**src/rtl/integration_sysid_pkg.sv**
```systemverilog
// Shared definitions for the integration system-ID check.
// Contents:
//   sysid_state_e      - checker FSM states
//   SYSID_ADDR_ID/TS   - word addresses of the sysid control_slave
//   SYSID_DEFAULT_*    - expected ID/timestamp baked into the current image;
//                        the sysid slave generator uses the same constants
//   TMO_W              - width of the per-access timeout counter
package integration_sysid_pkg;

  typedef enum logic [2:0] {
    IDLE    = 3'd0,
    ID_REQ  = 3'd1,
    ID_WAIT = 3'd2,
    TS_REQ  = 3'd3,
    TS_WAIT = 3'd4,
    DONE    = 3'd5
  } sysid_state_e;

  localparam logic SYSID_ADDR_ID = 1'b0;
  localparam logic SYSID_ADDR_TS = 1'b1;

  localparam logic [31:0] SYSID_DEFAULT_ID = 32'd1395937365;
  localparam logic [31:0] SYSID_DEFAULT_TS = 32'd1539949976;

  // TIMEOUT_CYCLES is at most 65535, so the load value fits in 16 bits.
  localparam int TMO_W = 16;

endpackage

```
**src/rtl/integration_sysid_timeout.sv**
```systemverilog
// Per-access timeout counter for the sysid checker.
// A down-counter: loaded with (limit - 1) when an access starts, decremented
// while enabled, and expired when it reaches zero. It holds at zero rather
// than wrapping.
// Ports:
//   i_clock       system clock
//   i_reset       asynchronous active-high reset (count -> 0)
//   i_load        load i_load_value (has priority over i_en)
//   i_load_value  reload value
//   i_en          count down this cycle
//   o_expired     count is zero
module integration_sysid_timeout
  import integration_sysid_pkg::*;
(
  input  logic             i_clock,
  input  logic             i_reset,
  input  logic             i_load,
  input  logic [TMO_W-1:0] i_load_value,
  input  logic             i_en,
  output logic             o_expired
);

  logic [TMO_W-1:0] r_count;

  always_ff @(posedge i_clock or posedge i_reset) begin
    if (i_reset) begin
      r_count <= '0;
    end else if (i_load) begin
      r_count <= i_load_value;
    end else if (i_en && (r_count != '0)) begin
      r_count <= r_count - 1'b1;
    end
  end

  assign o_expired = (r_count == '0);

endmodule

```
**config.mk**
```make
export PLATFORM = sky130hd
export DESIGN_NAME = integration_sysid_timeout
export DESIGN_NICKNAME = d
export VERILOG_FILES = /design/src/rtl/integration_sysid_pkg.sv /design/src/rtl/integration_sysid_timeout.sv
export SDC_FILE = /design/constraint.sdc
export NUM_CORES = 1
export LEC_CHECK = 0
export ABC_AREA = 0
export CELL_PAD_IN_SITES_DETAIL_PLACEMENT = 1
export CELL_PAD_IN_SITES_GLOBAL_PLACEMENT = 1
export CORE_ASPECT_RATIO = 0.7
export CORE_UTILIZATION = 37
export CTS_CLUSTER_SIZE = 30
export DETAILED_ROUTE_END_ITERATION = 7
export PLACE_DENSITY_LB_ADDON = 0.1
export SLEW_MARGIN = 15
export SYNTH_ARGS = -nofsm -noshare
export SYNTH_HDL_FRONTEND = slang
export SYNTH_SLANG_ARGS = --single-unit
```
**constraint.sdc**
```tcl
create_clock -name i_clock -period 2.6 [get_ports i_clock]
set_input_delay 0.39 -clock i_clock [delete_from_list [all_inputs] [get_ports i_clock]]
set_output_delay 0.39 -clock i_clock [all_outputs]
set_load 0.02 [all_outputs]
```
==> results.json, run 1 <==
{
  "cp-end-kind": "output pin",
  "die_h_um": 46.25,
  "cts-buffers-inserted": 3,
  "synthArstFlopShare_pct": 100.0,
  "fin_cells": 202,
  "dr.pass1.iters": 4,
  "drive_gt1_share_pct": 23.81,
  "dp_slack_ns": -0.1330,
  "finClkSkew_ns": 0.001306,
  "drv_slew": 0,
  "nets": 191,
  "diodes": 0,
  "drt_iter0_drc": 49,
  "power_density_mw_per_mm2": 454.3,
  "post-route-period-util_pct": 96.73,
  "layout_commonest_cell": "buf_4",
  "mostFrequentLayoutCells": "buf_4 (28), clkdlybuf4s50_1 (19), dfrtp_1 (16)",
  "cts_tree": "done",
  "synth-edff-count": 0,
  "placed_area_mm2": 0.001464,
  "outcome": "finished clean",
  "vias": 1169,
  "worstSetupPathType": "flip-flop to output pin",
  "ys_seq_area_share_pct": 38.69,
  "via_per_inst": 5.787,
  "synth-warning-count": 0,
  "r2r_cells": 8,
  "avgRoutedWirePerCell_um": 16.88,
  "cpPeakStageDelay_ns": 0.61,
  "required_ns": 2.21,
  "path_max_fanout": 2,
  "grt_pass1_vias": 1227,
  "holdBufCountCts": 0,
  "largest_reg_flops": 16,
  "gp_congestion": 0.8589,
  "tightestPinTransition_ns": 0.6470,
  "hold_viol": 0,
  "clockBufferDepth": 2,
  "critPathMostFrequentCell": "inv_2",
  "period_needed_ns": 2.515,
  "top_register": "r_count",
  "placed_cells": 199,
  "cap_violations": 0,
  "slowest_stage": "or4b_2",
  "overflow": 0,
  "syn_inst": 122,
  "total_power_mw": 0.6838,
  "remaining_drc_errors": 0,
  "htree_num_levels": 1,
  "worstReg2RegStart": "r_count[0]$_DFFE_PP0P_",
  "setup_tns_ns": 0,
  "timing.final.ws_setup_ns": 0.08502,
  "r2r_end": "r_count[5]$_DFFE_PP0P_",
  "utilization_pct": 58.97,
  "min_path_type": "input port to async pin",
  "synth_top_flop_cell": "dfrtp_1",
  "hpwl_um": 2697,
  "cp_top_family": "simple AND/OR/NAND/NOR gates",
  "antenna_found_initial": 0,
  "rsz0062_at_grt": "false",
  "clock_latency_ns": 0.25,
  "critical_path_buf_inv_count": 3,
  "start_kind": "flip-flop",
  "num_rows": 15,
  "syn_avg_cell_area_um2": 8.481,
  "n_fill_cell": 325,
  "ios": 21,
  "clock_sinks": 16,
  "dieArea_mm2": 0.003015,
  "p_leak_nw": 0.6205,
  "syn_to_final_growth_pct": 45.47,
  "synth_cell_types": 39,
  "worstPathArrival_ns": 2.12,
  "worst_ir_drop_vdd_mv": 0.2443,
  "clock-root-buffer": "clkbuf_8",
  "fp.coreArea_mm2": 0.002552,
  "slew_headroom_pct": 56.82,
  "die_w_um": 65.21,
  "reg2reg_slack_ns": 0.45,
  "crit_chain": "inv_2 > ha_2 > or4b_2 > or4_4 > inv_2 > buf_4",
  "grt_max_degree": 21,
  "grt_first_pass_wirelength_um": 5747,
  "io_buffers": 20,
  "wirelength_um": 3410,
  "synth_nets": 143,
  "fmax_mhz": 397.6,
  "ant_nets": 0,
  "hold_ws_ns": 0.5279,
  "globalRouteTotalUtil_pct": 26.29,
  "largestRegisters": "r_count: 16 flops",
  "syn_area_mm2": 0.001035,
  "clk_pin_slew_worst_paths_ns": 0.06,
  "start_util_pct": 40.54,
  "setup_viol": 0,
  "fin_area_mm2": 0.001505,
  "ys_ff_latch": 16
}
-- layer usage --
metal	GRT usage (%)	wire (um)	up-vias	part of all wire (%)
met2	46.39	1681	35	49
met3	7.921	186	8	5.5
met5	0	0	-	0
met4	8.261	59	0	1.7
li1	-	-	555	-
met1	31.23	1484	571	44
-- layout make-up --
cell class | instances | area [um^2] | area share, %
sequential | 16 | 400.4 | 26.60
tap | 34 | 42.54 | 2.826
multi-input combinational | 95 | 594.3 | 39.48
clock buffer | 3 | 41.29 | 2.743
inverter | 7 | 26.28 | 1.746
timing repair buffer | 47 | 400.4 | 26.60
-- where the power goes --
part	switching, mW	internal (mW)	leakage [nW]	total (mW)
Sequential	0.0162	0.274	0.186	0.290
Clock	0.0825	0.103	0.0216	0.185
Combinational	0.102	0.106	0.413	0.208
-- how the worst max path moves through the flow --
stage / start / endpoint / slack, ns / cells after the start
final: r_count[0]$_DFFE_PP0P_ / o_expired / 0.09 / 6
after floorplan: r_count[0]$_DFFE_PP0P_ / o_expired / 0.38 / 5
after global routing: r_count[0]$_DFFE_PP0P_ / o_expired / 0.009 / 6
after global placement: r_count[0]$_DFFE_PP0P_ / o_expired / -0.06 / 6
after detailed placement: r_count[0]$_DFFE_PP0P_ / o_expired / -0.13 / 6
after CTS: r_count[0]$_DFFE_PP0P_ / o_expired / 0.03 / 6
-- cells by family after synthesis --
| logic type | after synthesis | synth area share, % |
|---|---|---|
| buffers and inverters | 11 | 4.110 |
| AND/OR/NAND/NOR | 60 | 31.80 |
| XOR/XNOR | 3 | 2.540 |
| AO/OA/AOI/OAI | 30 | 20.68 |
| adder cells (fa/ha/maj) | 1 | 1.209 |
| flip-flops | 16 | 38.69 |
| multiplexers | 1 | 0.9674 |
-- Yosys cell counts (2+ instances only) --
cell,number,area (um^2)
inv_1,6,22.52
a311o_1,2,20.02
or4_1,5,37.54
dfrtp_1,16,400.4
or4_4,2,22.52
o21ai_0,6,30.03
xor2_1,2,17.52
or3_1,2,12.51
o31ai_1,2,15.01
nand4_1,5,31.28
nor2_1,15,56.30
a31oi_1,5,31.28
nor4_1,2,12.51
a21oi_1,5,25.02
a2bb2oi_1,2,17.52
clkbuf_1,3,11.26
nand3_1,3,15.01
nand2_1,13,48.80
and2_1,2,12.51
nor3_1,5,25.02
-- timing repair --
action                     in CTS  in global routing
pin swaps                       0                  0
resized for setup               4                  3
setup buffers                   0                  0
setup endpoints to repair       1                  1
No activity file was read; power rests on OpenSTA's default activity.
==> run 2: changes to the inputs <==
--- a/config.mk
+++ b/config.mk
@@ -12,6 +12,7 @@
 export CORE_UTILIZATION = 37
 export CTS_CLUSTER_SIZE = 30
 export DETAILED_ROUTE_END_ITERATION = 7
+export GPL_ROUTABILITY_DRIVEN = 0
 export PLACE_DENSITY_LB_ADDON = 0.1
 export SLEW_MARGIN = 15
 export SYNTH_ARGS = -nofsm -noshare
==> results of run 2 <==
Final layout, timing and power as in run 1 (identical DEF).
==> edit 1, RTL diff (config.mk and constraints of run 1) <==
Reset style: synchronous (`i_reset`), changed in one clocked block. Comments in the files are not updated.
--- a/src/rtl/integration_sysid_timeout.sv
+++ b/src/rtl/integration_sysid_timeout.sv
@@ -22,7 +22,7 @@
 
   logic [TMO_W-1:0] r_count;
 
-  always_ff @(posedge i_clock or posedge i_reset) begin
+  always_ff @(posedge i_clock) begin
     if (i_reset) begin
       r_count <= '0;
     end else if (i_load) begin
Check against the original RTL: differs if i_reset is asserted again (counterexample within 4 cycles, from zero or initial values and one cycle with i_reset high); with i_reset held inactive, the same outputs for 10 cycles.
==> edit 1 against run 1 <==
Power shrank 11%; die area shrank 8.4%; sequential cell count is the same; routed wire length shrank 27%; cell area shrank 20%; clock power shrank 9%; setup slack gained 0.32 ns; area after synthesis shrank 8.7%; critical path type unchanged.
==> edit 1: results (changes against run 1) <==
IR Drop Worst-Case VDD=0.2044 mV (-16%); Synth top cells by count=16 x dfxtp_1, 16 x nor2_1, 9 x nand2_1, 8 x xnor2_1; Post-synth ARST share=0 (-1.000); CTS buffer count=3 (unchanged); Tot GR Track Use=0.2091 (-0.05376); DRT iter0 DRCs=34 (-31%); Hold-fix buffers, CTS=0 (unchanged); drt pass-1 iters=2 (-2); Synth Warn #=0 (unchanged); clock tree buffer depth=2 (unchanged); critical path's slowest cell=or4_1; post-cts sizing count=0 (-4); Seq/Total Area, Yosys=0.3391 (-0.04787); status=finished, final reports clean; Min-Delay Path Class=reg2reg; Detailed Place HPWL=1912 um (-29%); worst slew pin tran=0.6233 ns (-0.02377 ns); Clock Skews=0.0004263 ns (-0.0008794 ns); syn_nets=135 (-5.6%); Post-CTS Setup Bufs=0 (unchanged); CP Max Fanout=4 (+2); switching share of power=0.2901 (-0.003676); static leakage=0.4354 nW (-30%); Placement Cell Area=1165 sq um (-20%); port buffer count=20 (unchanged); Largest regs=r_count x16; first-pass GRT wire length=4464 um (-22%); n_diodes=0 (unchanged); vias in the first global route=923 (-25%); vias per inst=5.565 (-3.8%); H-Tree Depth=1 (unchanged); global placement routability congestion=0.7548 (-12%); Synth Area per Inst=8.286 sq um (-2.3%); Clock transition at path regs=0.10 ns (+0.04 ns); layout net count=158 (-17%); routed wire length=2489 um (-27%); Final Hold Viols=0 (unchanged); synth top area cells=dfxtp_1 34%, xnor2_1 7.4%, nor2_1 6.4%, a211oi_1 5.6%, nor3_1 3.7%; placed cell count=164 (-18%); critical path's top delay family=simple AND/OR/NAND/NOR gates; CTS root buf=clkbuf_4; initial antenna violation count=0 (unchanged); count of cell types in the netlist=35 (-10%); Clock Latency Late Sink=0.29 ns (+0.04 ns); share of cells above drive strength 1=0.1103 (-0.1278); CP peak stage delay=0.59 ns (-0.02 ns); CP arrival=1.80 ns (-0.32 ns); largest net degree at the start of global routing=22 (+4.8%); Cell Count, Final, Fillers Out=168 (-17%); # fillers=276 (-15%)
## edit 1: cell types whose count changed in the layout (fill, tap and decap cells not counted), sizes merged, moves of 5 or more
cell	delta
xnor2	+7
buf	-25
a31oi	-5
a211oi	+7
dfrtp	-16
or4	-5
inv	-5
dfxtp	+16
## edit 1: layout make-up
type                       instances  area [sq um]  area share
sequential                        16         320.3      0.2661
inverter                           3         11.26    0.009356
timing repair buffer              23         225.2      0.1871
clock buffer                       4         36.28     0.03015
multi-input combinational         90         570.5      0.4740
tap                               32         40.04     0.03326
## edit 1: worst paths after layout
check,from,to,slack (ns),cells after the start
setup / recovery,r_count[10],o_expired,0.41,3
hold / removal,r_count[4],r_count[4],0.57,2
setup reg to reg,r_count[10],r_count[0],0.44,6
hold reg to reg,r_count[4],r_count[4],0.57,2
## edit 1: layer usage
metal	GRT usage	part of all wire
met5	0	0
met4	0.02326	0.0044
met3	0.06701	0.057
met2	0.3516	0.42
met1	0.2752	0.51
## edit 1: power groups by stage
stage / logic, W / registers [W] / clock network (W)
final: 0.000147 / 0.000290 / 0.000168
after CTS: 0.000148 / 0.000290 / 0.000170
after global placement: 0.000143 / 0.000292 / 0
after detailed placement: 0.000147 / 0.000295 / 0
after global routing: 0.000165 / 0.000293 / 0.000181
after floorplan: 0.0000941 / 0.000287 / 0
## edit 1: kinds of logic after synthesis
logic type	synth area share
adders and majority gates	0.01324
buffers and inverters	0.05695
xor gates and xnor gates	0.07418
muxes	0.01060
DFF	0.3391
and+or+nand+nor	0.3046
AOI/OAI and AO/OA	0.2013
## edit 1: tightest hold or removal path: cells and delay by family, from the launching register on
family | cells | cell delay, ns
compound gates | 2 | 0.15
flops | 1 | 0.37
## edit 1: through the flow
stage | setup slack (ns) | hold WS [ns] | util
floorplan | 0.7526 | 0.4987 | -
global placement | 0.3737 | 0.5262 | 0.5115
detailed placement | 0.3541 | 0.5465 | 0.5115
CTS | 0.02352 | 0.5692 | 0.5275
global route | 0.3560 | 0.6018 | 0.5286
finish | 0.4091 | 0.5652 | 0.5286
==> edit 2, RTL diff (settings of run 1) <==
Made on the original files. The package constant `TMO_W` goes from 16 to 24.
--- a/src/rtl/integration_sysid_pkg.sv
+++ b/src/rtl/integration_sysid_pkg.sv
@@ -23,7 +23,7 @@
   localparam logic [31:0] SYSID_DEFAULT_TS = 32'd1539949976;
 
   // TIMEOUT_CYCLES is at most 65535, so the load value fits in 16 bits.
-  localparam int TMO_W = 16;
+  localparam int TMO_W = 24;
 
 endpackage
 
Ports: changed (resized i_load_value); port bits go from 21 to 29. No check against the original RTL was run, so the function may have changed too.
==> edit 2 against run 1 <==
Setup slack improved by 0.048 ns; via count increased by 13%; clock power is 19% higher; sequential cell count increased by 8; routed wire length up 11%; power rose by 28%; fmax rose by 2.0%; sequential share of layout area up 5.0 points; cell area rose by 26%; area after synthesis rose by 44%; clock skew about the same; highest routed layer unchanged.
==> edit 2: results (changes against run 1) <==
post-synthesis mux area share=0.02259 (+0.01292); critical path's slowest cell=clkdlybuf4s50_1; Synth Area in Adders=0.01674 (+0.004645); global placement routability congestion=0.7905 (-8.0%); H-Tree Depth=1 (unchanged); share of cells above drive strength 1=0.1140 (-0.1241); n_diodes=0 (unchanged); reg2reg end=r_count[22]; synth top area cells=dfrtp_1 40%, xnor2_1 5.9%, nand2_1 4.5%, o21ai_0 4.4%, nor4_1 3.8%; port buffer count=28 (+40%); first-pass GRT wire length=6617 um (+15%); Seq/Total Area, Yosys=0.4017 (+0.01473); R2R setup slack=0.41 ns (-0.04 ns); DRT iter0 DRCs=85 (+73%); average wire per standard cell=15.64 um (-7.3%); Synth top cells by count=24 x dfrtp_1, 18 x nand2_1, 13 x o21ai_0, 10 x xnor2_1; Largest register FFs=24 (+8); Post-Synth XOR/XNOR Area=0.09372 (+0.06833); static leakage=0.6859 nW (+11%); Tot GR Track Use=0.2013 (-0.06164); count of cell types in the netlist=42 (+7.7%); via count of the routed design=1316 (+13%); Largest regs=r_count x24; layout net count=225 (+18%); post-placement setup slack=0.1671 ns (+0.3001 ns); Compound-Gate Fraction of Synth Area=0.1498 (-0.05698); status=finished, final reports clean; # fillers=449 (+38%); Clock transition at path regs=0.08 ns (+0.02 ns); IR Drop Worst-Case VDD=0.2226 mV (-8.9%); syn_nets=192 (+34%); Post-synth ARST share=1.000 (unchanged); CTS root buf=clkbuf_8; CTS buffer count=3 (unchanged); largest net degree at the start of global routing=25 (+19%); Reg2Reg Depth=7 (-1); CP Max Fanout=4 (+2); CP arrival=2.08 ns (-0.04 ns); post-cts sizing count=0 (-4); Detailed Place HPWL=2882 um (+6.9%); vias in the first global route=1360 (+11%); worst slew pin tran=0.5521 ns (-0.09490 ns); Clock Skews=0.001435 ns (+0.0001288 ns)
edit 2: cell count changes in the layout (fill, tap and decap cells not counted), moves of 5 or more:
cell,run 1,this run
buf_4,28,6
clkdlybuf4s50_1,19,28
xnor2_1,1,10
dfrtp_1,16,24
nor4_1,2,9
o21ai_0,6,13
nor2_1,15,9
o21ai_1,0,6
nand2_1,13,18
edit 2: layout make-up:
| type | count | area share |
|---|---|---|
| clock buffer | 3 | 0.02172 |
| timing repair buffer | 34 | 0.1712 |
| multi-input combinational | 128 | 0.4503 |
| tap | 50 | 0.03292 |
| inverter | 4 | 0.007900 |
| sequential | 24 | 0.3160 |
edit 2: how the worst max path moves through the flow:
stage / start / to / slack [ns] / depth (start not counted)
floorplan: r_count[0] / r_count[14] / 0.67 / 7
detailed placement: i_en / r_count[11] / 0.17 / 6
global route: r_count[0] / o_expired / 0.04 / 6
global placement: i_en / r_count[11] / 0.26 / 6
finish: r_count[12] / o_expired / 0.13 / 4
CTS: r_count[12] / o_expired / 0.12 / 4
edit 2: kinds of logic after synthesis:
group                      Yosys count
xor gates and xnor gates            16
buffers and inverters               10
muxes                                3
adders and majority gates            2
and+or+nand+nor                     71
AOI/OAI and AO/OA                   36
DFF                                 24
edit 2: stage by stage:
stage	hold slack, ns	util	std cells	instance area (sq um)	power (W)
3_3_place_gp	0.5622	0.5034	240	1859	0.0006473
5_1_grt	0.5131	0.5146	243	1901	0.0009282
4_1_cts	0.4872	0.5146	243	1901	0.0008851
3_5_place_dp	0.5858	0.5034	240	1859	0.0006578
6_report	0.4786	0.5146	243	1901	0.0008721
2_1_floorplan	0.4046	-	162	1495	0.0005721
edit 2: worst reg2reg max path, cell delays in order (launching register included):
cell and delay (ns):
dfrtp_1 0.41, inv_1 0.12, ha_1 0.22, nor4b_1 0.36, nand4_1 0.27, nor4_1 0.30, xor2_1 0.12, mux2_2 0.28
edit 2: power breakdown:
group | leakage [nW] | switching [W] | total [W] | internal, W
clock network | 0.0216 | 0.000118 | 0.000221 | 0.000104
registers | 0.285 | 0.0000569 | 0.000469 | 0.000412
logic | 0.380 | 0.0000820 | 0.000182 | 0.000100
edit 2: per-layer routing:
layer / vias to the layer above / part of all wire / track usage / wire length [um]
met3: 2 / 0.029 / 0.03934 / 111
met4: 0 / 0.0032 / 0.01852 / 12
met5: - / 0 / 0 / 0
met2: 20 / 0.46 / 0.3466 / 1755
met1: 631 / 0.51 / 0.2771 / 1921
li1: 663 / - / - / -
